<file path="config.mk">
export PLATFORM = sky130hd
export DESIGN_NAME = enc_arbiter_flat
export DESIGN_NICKNAME = d
export VERILOG_FILES = /design/src/rtl/enc_pkg.sv /design/src/rtl/enc_arbiter_if.sv /design/src/rtl/prio_pick.sv /design/src/rtl/enc_arbiter.sv /design/src/flat_wrapper.sv
export SDC_FILE = /design/constraint.sdc
export NUM_CORES = 1
export LEC_CHECK = 0
export ABC_AREA = 1
export CAP_MARGIN = 30
export CELL_PAD_IN_SITES_DETAIL_PLACEMENT = 1
export CELL_PAD_IN_SITES_GLOBAL_PLACEMENT = 2
export CORE_MARGIN = 3
export CORE_UTILIZATION = 30
export DETAILED_ROUTE_END_ITERATION = 12
export DONT_BUFFER_PORTS = 1
export GPL_TIMING_DRIVEN = 1
export PLACE_DENSITY_LB_ADDON = 0.2
export SLEW_MARGIN = 20
export SYNTH_ARGS = -nofsm -noshare
export SYNTH_HDL_FRONTEND = slang
export SYNTH_SLANG_ARGS = --single-unit
</file>
<file path="constraint.sdc">
create_clock -name clk -period 2.7 [get_ports clk]
set_input_delay 0.27 -clock clk [delete_from_list [all_inputs] [get_ports clk]]
set_output_delay 0.27 -clock clk [all_outputs]
set_load 0.01 [all_outputs]
</file>
<file path="src/rtl/enc_pkg.sv">
// Shared types and helpers for the enc_arbiter index-grant block.
package enc_pkg;

  typedef enum logic [1:0] {
    IDLE  = 2'd0,
    LOAD  = 2'd1,
    GRANT = 2'd2
  } state_e;

  // Widest request vector the helpers support; callers size-cast down to N.
  localparam int MAX_N = 256;

  function automatic logic [MAX_N-1:0] onehot_of(input int idx);
    return MAX_N'(1) << idx;
  endfunction

endpackage

</file>
<file path="src/rtl/enc_arbiter_if.sv">
// Request/grant handshake bundle between a request collector and the arbiter.
interface enc_arbiter_if #(
  parameter int N = 8
) ();
  localparam int W = $clog2(N);

  logic [N-1:0] req_in;
  logic         req_valid;
  logic         req_ready;
  logic [W-1:0] grant_idx;
  logic [N-1:0] grant_onehot;
  logic         none;
  logic         grant_valid;
  logic         grant_ready;

  modport master (
    output req_in, req_valid, grant_ready,
    input  req_ready, grant_idx, grant_onehot, none, grant_valid
  );

  modport slave (
    input  req_in, req_valid, grant_ready,
    output req_ready, grant_idx, grant_onehot, none, grant_valid
  );
endinterface

</file>
<file path="src/rtl/prio_pick.sv">
// Combinational search: first set bit of pend_i at or below start_i, wrapping downward.
module prio_pick #(
  parameter  int N = 8,
  localparam int W = $clog2(N)
) (
  input  logic [N-1:0] pend_i,
  input  logic [W-1:0] start_i,
  output logic         found_o,
  output logic [W-1:0] idx_o
);

  logic [2*N-1:0] dbl;
  logic [N-1:0]   rot;
  logic [W-1:0]   k;

  // rot[N-1] maps to start_i, lower rot bits walk downward through the indices with wrap.
  always_comb begin
    dbl     = {pend_i, pend_i};
    rot     = N'(dbl >> ({1'b0, start_i} + 1'b1));
    found_o = |rot;
    k       = '0;
    for (int i = 0; i < N; i++) begin
      if (rot[i]) k = W'(i);
    end
    idx_o   = start_i + W'(1) + k;
  end

endmodule

</file>
<file path="src/rtl/enc_arbiter.sv">
// Registered multi-request encoder: drains a latched request vector one binary index per beat.
module enc_arbiter
  import enc_pkg::*;
#(
  parameter int N       = 8,
  parameter int RR_MODE = 0
) (
  input  logic          clk,
  input  logic          rst,
  enc_arbiter_if.slave  bus
);

  localparam int W = $clog2(N);

  state_e       state_q, state_d;
  logic [N-1:0] pend_q, pend_d;
  logic [N-1:0] oh_q, oh_d;
  logic [W-1:0] idx_q, idx_d;
  logic [W-1:0] rr_ptr_q, rr_ptr_d;
  logic         none_q, none_d;
  logic         gv_q, gv_d;

  logic [W-1:0] start;
  logic         found;
  logic [W-1:0] pick_idx;
  logic [N-1:0] pick_oh;

  // During a handshake the presented grant becomes the new pointer, so search below it directly.
  always_comb begin
    if (RR_MODE == 0)          start = W'(N-1);
    else if (state_q == GRANT) start = idx_q - W'(1);
    else                       start = rr_ptr_q - W'(1);
  end

  prio_pick #(.N(N)) u_pick (
    .pend_i  (pend_q),
    .start_i (start),
    .found_o (found),
    .idx_o   (pick_idx)
  );

  assign pick_oh = N'(onehot_of(int'(pick_idx)));

  always_comb begin
    state_d  = state_q;
    pend_d   = pend_q;
    oh_d     = oh_q;
    idx_d    = idx_q;
    rr_ptr_d = rr_ptr_q;
    none_d   = none_q;
    gv_d     = gv_q;
    case (state_q)
      IDLE: begin
        if (bus.req_valid) begin
          pend_d  = bus.req_in;
          state_d = LOAD;
        end
      end
      LOAD: begin
        gv_d    = 1'b1;
        state_d = GRANT;
        if (found) begin
          idx_d  = pick_idx;
          oh_d   = pick_oh;
          none_d = 1'b0;
          pend_d = pend_q & ~pick_oh;
        end else begin
          idx_d  = '0;
          oh_d   = '0;
          none_d = 1'b1;
        end
      end
      GRANT: begin
        if (bus.grant_ready) begin
          if (RR_MODE != 0 && !none_q) rr_ptr_d = idx_q;
          if (found) begin
            idx_d  = pick_idx;
            oh_d   = pick_oh;
            none_d = 1'b0;
            pend_d = pend_q & ~pick_oh;
          end else begin
            state_d = IDLE;
            gv_d    = 1'b0;
            idx_d   = '0;
            oh_d    = '0;
            none_d  = 1'b0;
          end
        end
      end
      default: state_d = IDLE;
    endcase
  end

  always_ff @(posedge clk) begin
    if (rst) begin
      state_q  <= IDLE;
      pend_q   <= '0;
      oh_q     <= '0;
      idx_q    <= '0;
      rr_ptr_q <= W'(N-1);
      none_q   <= 1'b0;
      gv_q     <= 1'b0;
    end else begin
      state_q  <= state_d;
      pend_q   <= pend_d;
      oh_q     <= oh_d;
      idx_q    <= idx_d;
      rr_ptr_q <= rr_ptr_d;
      none_q   <= none_d;
      gv_q     <= gv_d;
    end
  end

  assign bus.req_ready    = (state_q == IDLE);
  assign bus.grant_valid  = gv_q;
  assign bus.grant_idx    = idx_q;
  assign bus.grant_onehot = oh_q;
  assign bus.none         = none_q;

endmodule

</file>
<file path="src/flat_wrapper.sv">
// flat-port wrapper written by rule: the top's interface ports become plain ports
module enc_arbiter_flat import enc_pkg::*;
#(
  parameter int N       = 8,
  parameter int RR_MODE = 0
)
  (clk, rst, bus_req_in, bus_req_valid, bus_grant_ready, bus_req_ready, bus_grant_idx, bus_grant_onehot, bus_none, bus_grant_valid);
  enc_arbiter_if #(.N(N)) bus_i ();
  input  logic clk;
  input  logic rst;
  input wire logic [$bits(bus_i.req_in)-1:0] bus_req_in;
  input wire logic [$bits(bus_i.req_valid)-1:0] bus_req_valid;
  input wire logic [$bits(bus_i.grant_ready)-1:0] bus_grant_ready;
  output wire logic [$bits(bus_i.req_ready)-1:0] bus_req_ready;
  output wire logic [$bits(bus_i.grant_idx)-1:0] bus_grant_idx;
  output wire logic [$bits(bus_i.grant_onehot)-1:0] bus_grant_onehot;
  output wire logic [$bits(bus_i.none)-1:0] bus_none;
  output wire logic [$bits(bus_i.grant_valid)-1:0] bus_grant_valid;
  assign bus_i.req_in = bus_req_in;
  assign bus_i.req_valid = bus_req_valid;
  assign bus_i.grant_ready = bus_grant_ready;
  assign bus_req_ready = bus_i.req_ready;
  assign bus_grant_idx = bus_i.grant_idx;
  assign bus_grant_onehot = bus_i.grant_onehot;
  assign bus_none = bus_i.none;
  assign bus_grant_valid = bus_i.grant_valid;
  enc_arbiter #(.N(N), .RR_MODE(RR_MODE)) u_core (.clk(clk), .rst(rst), .bus(bus_i));
endmodule
</file>
# Yosys cells after proc, flatten, opt, wreduce, memory -nomap -nowiden
# Cells that the tools add are included.
dict set report word_totals {
  ff_bits 23
  input_bits 12
  output_inout_bits 14
  wordCells 49
}
dict set report classes {
  n_eq_ne 5
  n_shift 1
  n_mux 27
  bitwise_logic 2
  n_reduce_logical 8
}
# cell n
set op_table {}
lappend op_table {{$mux 8} 5}
lappend op_table {{$mux 3} 8}
lappend op_table {{$pmux 8 s3} 1}
lappend op_table {{$pmux 8 s2} 1}
lappend op_table {{$reduce_and 3->1} 3}
lappend op_table {{$and 8x8->8} 1}
lappend op_table {{$not 8->8} 1}
lappend op_table {{$reduce_or 8->1} 1}
lappend op_table {{$shl 1x3->8 const A} 1}
lappend op_table {{$mux 2} 3}
lappend op_table {{$ne 2x2->1 const B} 3}
lappend op_table {{$pmux 2 s3} 1}
lappend op_table {{$pmux 3 s2} 1}
lappend op_table {{$mux 1} 5}
lappend op_table {{$pmux 1 s2} 2}
lappend op_table {{$reduce_bool 3->1} 1}
lappend op_table {{$eq 2x1->1 const B} 1}
lappend op_table {{$eq 2x2->1 const B} 1}
lappend op_table {{$logic_not 2->1} 1}
lappend op_table {{$reduce_and 2->1} 1}
lappend op_table {{$reduce_bool 2->1} 1}

# Depth between registers and ports, before layout
# Gate-level depths: netlist of the first run.
dict set report depth {
  word_depth 13
  ltp_mapped 12
  depth_no_buf 12
}

# By module
# From an unflattened synthesis of the first run, not the netlist that was laid out.
dict set report hier_totals {
  hier_cells 241
  area_unflattened_um2 1566.5
}
# module instances cells_each area_per_inst_um2 seq_area_each_um2
set by_module_without_submodules {}
lappend by_module_without_submodules {enc_arbiter 1 154 1119.8 460.4}
lappend by_module_without_submodules {prio_pick 1 87 446.7 0.0}

# Worst setup path after synthesis of the first run
# OpenSTA, ideal clock, no wires.
dict set report synth_path {
  path_kind {register to register}
  start {register u_core.state_q[0]}
  end {register u_core.pend_q[7]}
  setup_ns 0.065
  arrival_ns 1.418
  t_required_ns 2.635
  path_slack_ns 1.217
  stages_incl_launch_ff 12
  n_path_buf 0
  synth_period_minus_slack_ns 1.483
  path_cell_list {dfxtp_1 > inv_1 > ha_1 > inv_1 > or2_2 > o21ai_2 > a21oi_1 > nand2_1 > inv_1 > nand2_1 > o21a_1 > nor2_1}
}
dict set report synth_via {
  elab_chain_len 3
  word_cells_on_any_way 8
  classes_between {4 x eq/ne; 1 x mux; 3 x reduce/logical}
}
# element line_no
set synth_lines {}
lappend synth_lines {{start, declared} enc_arbiter.sv:15} ;# state_e state_q, state_d;
lappend synth_lines {{start signal, assigned} enc_arbiter.sv:104} ;# state_q <= state_d;
lappend synth_lines {{$eq 2x2->1 (tied with other cells)} enc_arbiter.sv:52} ;# case (state_q)
lappend synth_lines {{$ne 2x2->1 (no source line) / $reduce_bool 3->1 (equally long branches)} n/a}
lappend synth_lines {{$reduce_and 3->1 (no source line)} n/a}
lappend synth_lines {{end signal, assigned} enc_arbiter.sv:105} ;# pend_q <= pend_d;
lappend synth_lines {{end, declared} enc_arbiter.sv:16} ;# logic [N-1:0] pend_q, pend_d;
# Several ways; a longest one is shown, not always the timed one.
# A chain may end at the register's enable or synchronous reset.

# Worst setup path in the final report of the first run
# Same ends and word-level chain as after synthesis.

==> key figures, run 1 <==
Timing
  – Worst hold margin: between 0.07 and 0.08 ns
  – Relative slew slack: 0.590
  – Hold violation count in the final report: 0
  – Slew Limit Fails: 0
  – Fin crit period: 1.92 ns
  – Final Setup Violations: 0
  – Unrepaired setup endpoints after global routing: no
  – Fmax: approximately 520 MHz
  – Final WS setup: between 0.7 and 0.8 ns
  – Crit share post-route: 0.710
  – Setup TNS: 0 ns
  – Least-Margin Pin Slew: approximately 0.6 ns
  – Skew final: between 0.01 and 0.015 ns

CTS
  – CTS root buffer: clkbuf_4
  – Worst skew pair latency: between 0.3 and 0.4 ns
  – CTS H-tree lvls: 1
  – Clk slew on worst S/H paths: 0.14 ns
  – CTS tree: built
  – Clk sinks: 23
  – CTS max path bufs: 2
  – TritonCTS buffer count: 3
  – Post-CTS Setup Repair Bufs: 0

Logic synthesis
  – EDFF count, synth: 0
  – Seq/Total Area, Yosys: 0.423
  – Avg Synthesized Cell Area: 6.94 um^2
  – Top_reg_cell synth: dfxtp_1
  – Syn_nets: ~170
  – Post-synth cell types: 21
  – Ys Warns: 0
  – Async S/R FF share, synth: 0
  – Cell count after synthesis: about 160
  – #FFs+latches synth: 23
  – Post-Syn Area: around 1100 um^2

Routing
  – Total wire length: between 2000 and 3000 um
  – Routed vias/inst: between 4 and 5
  – DR WL/cell: around 13 um
  – Antenna Nets Post-Route: 0
  – Drc violations: 0
  – Via count: about 970
  – Pre-antenna DRT Iters: 4
  – Initial DRC Count: 23

Setup path
  – Crit Path Max Fanout: 11
  – Crit path buffers/inverters: 3
  – Critical path arrival: between 2 and 2.5 ns
  – Max stage delay on crit path: around 0.47 ns
  – Worst path cell trace: inv_1 > ha_1 > inv_1 > a21oi_1 > nand2_1 > inv_1 > nand2_1 > o21a_1 > nor2_1
  – Worst-case reg-to-reg path depth: 9
  – Critical path type: reg -> reg
  – CP Launch Type: register
  – Top delay family on crit path: adder cells
  – CP max-delay cell: ha_1
  – Reg2reg setup slack: 0.78 ns
  – RR Endpoint: u_core.pend_q[7]$_SDFFE_PP0P_
  – Most used cell, CP: inv_1
  – Worst Path Required: 2.95 ns
  – FF-to-FF Start: u_core.state_q[0]$_SDFFE_PP0P_
  – Crit. End Element: register

Place
  – Post-Place Setup Slack: a little under 0.8 ns
  – RePlAce Congestion: ~0.74
  – Placed cells: 199
  – Area after DPL: about 1100 um^2
  – # port buffers: 0
  – Hpwl dp: approximately 2100 um

Floorplan
  – Die W: 66.3 um
  – Initial core utilization: 0.319
  – IO Count: 26
  – Row count: 21
  – DIE AREA: 4390 um^2
  – Core ar.: 3420 um^2
  – Die Height: approximately 66 um

Layout
  – Storage cell area: between 400 and 500 um^2
  – Commonest non-fill, non-tap cell in the layout: nand2_1
  – Final net count: roughly 170
  – Fin area: between 1000 and 1500 um^2
  – Most frequent cells in the layout: nand2_1 (49), dfxtp_1 (23), a21oi_1 (22)
  – Ant diodes: 0
  – # fillers: 448
  – Multi-input gate area: approximately 540 um^2
  – Final core occ: 0.342
  – Share of cells above drive strength 1: 0.0823
  – Layout area overhead: 7.35%
  – Non-filler cells, final: roughly 200

Global routing
  – GRT Total Usage: 0.138
  – Global route total overflow: 0
  – First-pass GRT wire length: between 4000 and 5000 um
  – Vias in the first global route: between 900 and 1000
  – Largest net degree at the start of global routing: 17
  – Initial antenna violation count: 0

Job
  – Max-cap violations: 0

Power
  – Leak pwr: about 0.50 nW
  – Worst VDD drop: roughly 0.00045 V
  – Pwr dens: between 1500 and 2000 nW/um^2
  – Design Power: about 1.8 mW

Hold path
  – Endpoint, Worst Hold: u_core.pend_q[3]$_SDFFE_PP0P_
  – Worst min path class: in -> reg
  – Hold depth: 2
  – Hold_sp: bus_req_in[3]

Status
  – Status: finished, final reports clean
-- final cells by class --
cell class | instances | share of cell area
multi-input combinational | 110 | 0.458
sequential | 23 | 0.394
tap | 46 | 0.0492
clock buffer | 3 | 0.0193
inverter | 19 | 0.0610
timing repair buffer | 2 | 0.0150
clock inverter | 1 | 0.00428
-- per-layer routing --
| layer | part of all wire | GRT usage | wire length (um) |
|---|---|---|---|
| met2 | 0.45 | 0.224 | 1230 |
| met5 | 0 | 0 | 0 |
| met1 | 0.47 | 0.175 | 1280 |
| met3 | 0.061 | 0.0374 | 166 |
| met4 | 0.010 | 0.0457 | 28 |
-- worst reg2reg max path: cells and delay by family (launching register included) --
| family | cells | cell delay, ns |
|---|---|---|
| and+or+nand+nor | 3 | 0.22 |
| AOI/OAI and AO/OA | 2 | 0.35 |
| DFF | 1 | 0.39 |
| adders and majority gates | 1 | 0.47 |
| buffers and inverters | 3 | 0.42 |
-- cells in the mapped netlist (all sizes together), types with 2 or more instances --
cell / instances / share of area
o21a: 2 / 0.021
dfxtp: 23 / 0.42
a21oi: 22 / 0.10
nand4: 4 / 0.023
nand3: 8 / 0.041
buf: 4 / 0.017
o21ai: 9 / 0.045
nand2: 49 / 0.17
nor2: 11 / 0.047
inv: 19 / 0.065
ha: 3 / 0.034
-- timing repair --
item | 4_1_cts | 5_1_grt
hold endpoints to repair | 16 | 0
resized for setup | 0 | 0
hold buffers | 1 | 0
-- report_power, final --
| part | leakage (nW) | switching [mW] | total (mW) | internal [mW] |
|---|---|---|---|---|
| Clock | 0.0177 | 0.110 | 0.165 | 0.0553 |
| Sequential | 0.189 | 0.112 | 0.582 | 0.470 |
| Combinational | 0.289 | 0.732 | 1.07 | 0.339 |
| Total | 0.495 | 0.954 | 1.82 | 0.863 |
-- state kept, by name, summed over array words and instances, names as in the netlist --
register,count
u_core.bus.grant_idx,3
u_core.bus.grant_onehot,8
u_core.bus.grant_valid,1
u_core.bus.none,1
u_core.pend_q,8
u_core.state_q,2
-- worst max path at each step --
| stage | startpoint | depth (start not counted) | endpoint |
|---|---|---|---|
| finish | u_core.state_q[0]$_SDFFE_PP0P_ | 9 | u_core.pend_q[7]$_SDFFE_PP0P_ |
| global route | u_core.state_q[0]$_SDFFE_PP0P_ | 8 | u_core.pend_q[0]$_SDFFE_PP0P_ |
| CTS | u_core.state_q[0]$_SDFFE_PP0P_ | 9 | u_core.pend_q[7]$_SDFFE_PP0P_ |
| detailed placement | u_core.state_q[0]$_SDFFE_PP0P_ | 9 | u_core.pend_q[7]$_SDFFE_PP0P_ |
| global placement | u_core.state_q[0]$_SDFFE_PP0P_ | 9 | u_core.pend_q[7]$_SDFFE_PP0P_ |
| floorplan | u_core.state_q[0]$_SDFFE_PP0P_ | 11 | u_core.pend_q[7]$_SDFFE_PP0P_ |
-- kinds of logic (layout without fill, tap and decap cells) --
family,after synthesis,in the layout,share of synthesized area
and+or+nand+nor,74,74,0.290
DFF,23,23,0.423
AOI/OAI and AO/OA,33,33,0.166
buffers and inverters,24,25,0.0861
adders and majority gates,3,3,0.0344
Power figures use the tool's default switching activity.
==> run 2, diff against run 1 <==
- CORE_UTILIZATION: 30 -> 29
- clock period: 2.7 -> 1.71 ns (I/O delays scaled with it)
==> key figures, run 2 (synthesis gave the netlist of run 1 again) <==
Timing
  – Final Setup Violations: 0 (unchanged)
  – Fmax: 625 MHz (was 521 MHz)
  – Relative slew slack: 0.567 (was 0.590)
  – Fin crit period: 1.60 ns (was 1.92 ns)
  – Setup TNS: 0 ns (unchanged)
  – Skew final: 0.00520 ns (was 0.0121 ns)
  – Slew Limit Fails: 0 (unchanged)
  – Least-Margin Pin Slew: 0.647 ns (was 0.613 ns)
  – Crit share post-route: 0.936 (was 0.710)
  – Hold violation count in the final report: 0 (unchanged)
  – Worst hold margin: 0.0443 ns (was 0.0785 ns)

CTS
  – CTS tree: built (unchanged)
  – Post-CTS Setup Repair Bufs: 0 (unchanged)
  – Clk sinks: 23 (unchanged)
  – CTS root buffer: clkbuf_8 (was clkbuf_4)
  – TritonCTS buffer count: 3 (unchanged)
  – CTS H-tree lvls: 1 (unchanged)
  – Clk slew on worst S/H paths: 0.09 ns (was 0.14 ns)
  – CTS max path bufs: 2 (unchanged)
  – Worst skew pair latency: 0.26 ns (was 0.31 ns)

Routing
  – Via count: 1011 (was 968)
  – Routed vias/inst: 4.84 (was 4.75)
  – Total wire length: 2900 um (was 2700 um)
  – DR WL/cell: 13.9 um (was 13.2 um)
  – Antenna Nets Post-Route: 0 (unchanged)
  – Initial DRC Count: 37 (was 23)
  – Pre-antenna DRT Iters: 4 (unchanged)
  – Drc violations: 0 (unchanged)

Setup path
  – Worst Path Required: 1.84 ns (was 2.95 ns)
  – CP Launch Type: register (unchanged)
  – Crit. End Element: register (unchanged)
  – Critical path arrival: 1.73 ns (was 2.17 ns)
  – Critical path type: reg -> reg (unchanged)
  – Crit Path Max Fanout: 8 (was 11)

Power
  – Worst VDD drop: 0.000748 V (was 0.000454 V)
  – Leak pwr: 0.518 nW (was 0.495 nW)
  – Design Power: 3.20 mW (was 1.82 mW)
  – Pwr dens: 2530 nW/um^2 (was 1550 nW/um^2)

Hold path
  – Worst min path class: in -> reg (unchanged)

Floorplan
  – Initial core utilization: 0.314 (was 0.319)
  – Row count: 21 (unchanged)
  – DIE AREA: 4530 um^2 (was 4390 um^2)
  – Die Height: 67.3 um (was 66.3 um)
  – Die W: 67.3 um (was 66.3 um)
  – Core ar.: 3470 um^2 (was 3420 um^2)
  – IO Count: 26 (unchanged)

Global routing
  – Global route total overflow: 0 (unchanged)
  – Vias in the first global route: 1066 (was 981)
  – Initial antenna violation count: 0 (unchanged)
  – GRT Total Usage: 0.142 (was 0.138)
  – Largest net degree at the start of global routing: 17 (unchanged)
  – First-pass GRT wire length: 4930 um (was 4730 um)

Status
  – Status: finished, final reports clean (unchanged)

Layout
  – Ant diodes: 0 (unchanged)
  – Layout area overhead: 16.0% (was 7.35%)
  – Most frequent cells in the layout: nand2_1 (48), dfxtp_1 (22), a21oi_1 (20) (was nand2_1 (49), dfxtp_1 (23), a21oi_1 (22))
  – Final net count: 179 (was 174)
  – Commonest non-fill, non-tap cell in the layout: nand2_1 (unchanged)
  – Share of cells above drive strength 1: 0.153 (was 0.0823)

Job
  – Max-cap violations: 0 (unchanged)

Place
  – # port buffers: 0 (unchanged)
  – Hpwl dp: 2220 um (was 2120 um)
  – RePlAce Congestion: 0.736 (was 0.740)
## run 2: critical path, stage by stage (launching register included)
cell and delay (ns):
dfxtp_2 0.34, inv_1 0.12, ha_1 0.17, inv_1 0.06, or2_4 0.25, o21ai_2 0.09, a21oi_2 0.07, nand2_1 0.10
inv_4 0.06, nand2_1 0.06, o21a_1 0.11, nor2_1 0.03
## run 2: layout make-up
type | instances | area (um^2)
inverter | 19 | 77.6
timing repair inverter | 1 | 7.51
sequential | 23 | 462
clock inverter | 1 | 5.00
fill | 464 | 2200
timing repair buffer | 6 | 47.5
tap | 46 | 57.6
clock buffer | 3 | 41.3
multi-input combinational | 110 | 566
## run 2: repair_timing
| item | 4_1_cts | 5_1_grt |
|---|---|---|
| cloned | 0 | 1 |
| resized for setup | 1 | 13 |
| hold endpoints to repair | 16 | 0 |
| hold buffers | 1 | 0 |
| setup endpoints to repair | 8 | 14 |
## run 2: path summary, 6_finish.rpt
check / from / to / slack (ns) / cells after the start
worst min-delay path: bus_req_in[1] / u_core.pend_q[1]$_SDFFE_PP0P_ / 0.04 / 2
worst max register to register: u_core.state_q[0]$_SDFFE_PP0P_ / u_core.pend_q[7]$_SDFFE_PP0P_ / 0.11 / 11
worst min register to register: u_core.pend_q[0]$_SDFFE_PP0P_ / u_core.pend_q[0]$_SDFFE_PP0P_ / 0.48 / 2
worst max-delay path: u_core.state_q[0]$_SDFFE_PP0P_ / u_core.pend_q[7]$_SDFFE_PP0P_ / 0.11 / 11
## run 2: stage by stage
step	worst slack, ns	utilization	cells	area (um^2)
floorplan	0.227	-	157	1090
global placement	0.122	0.335	203	1160
detailed placement	-0.0460	0.335	203	1160
CTS	0.00353	0.351	208	1220
global route	-0.00399	0.364	209	1260
finish	0.110	0.364	209	1260
## run 2: power by group
group / internal [mW] / switching, mW / total (mW)
Sequential: 0.745 / 0.182 / 0.926
Combinational: 0.665 / 1.27 / 1.93
Clock: 0.163 / 0.180 / 0.342
Total: 1.57 / 1.63 / 3.20
## run 2: per-layer routing
layer  vias to the layer above  wire, um  part of all wire  global-route usage
met1                       475      1330              0.46               0.178
li1                        512         -                 -                   -
met3                         4       172             0.059              0.0416
met2                        20      1350              0.47               0.231
met4                         0        34             0.012              0.0532
met5                         -         0                 0                   0
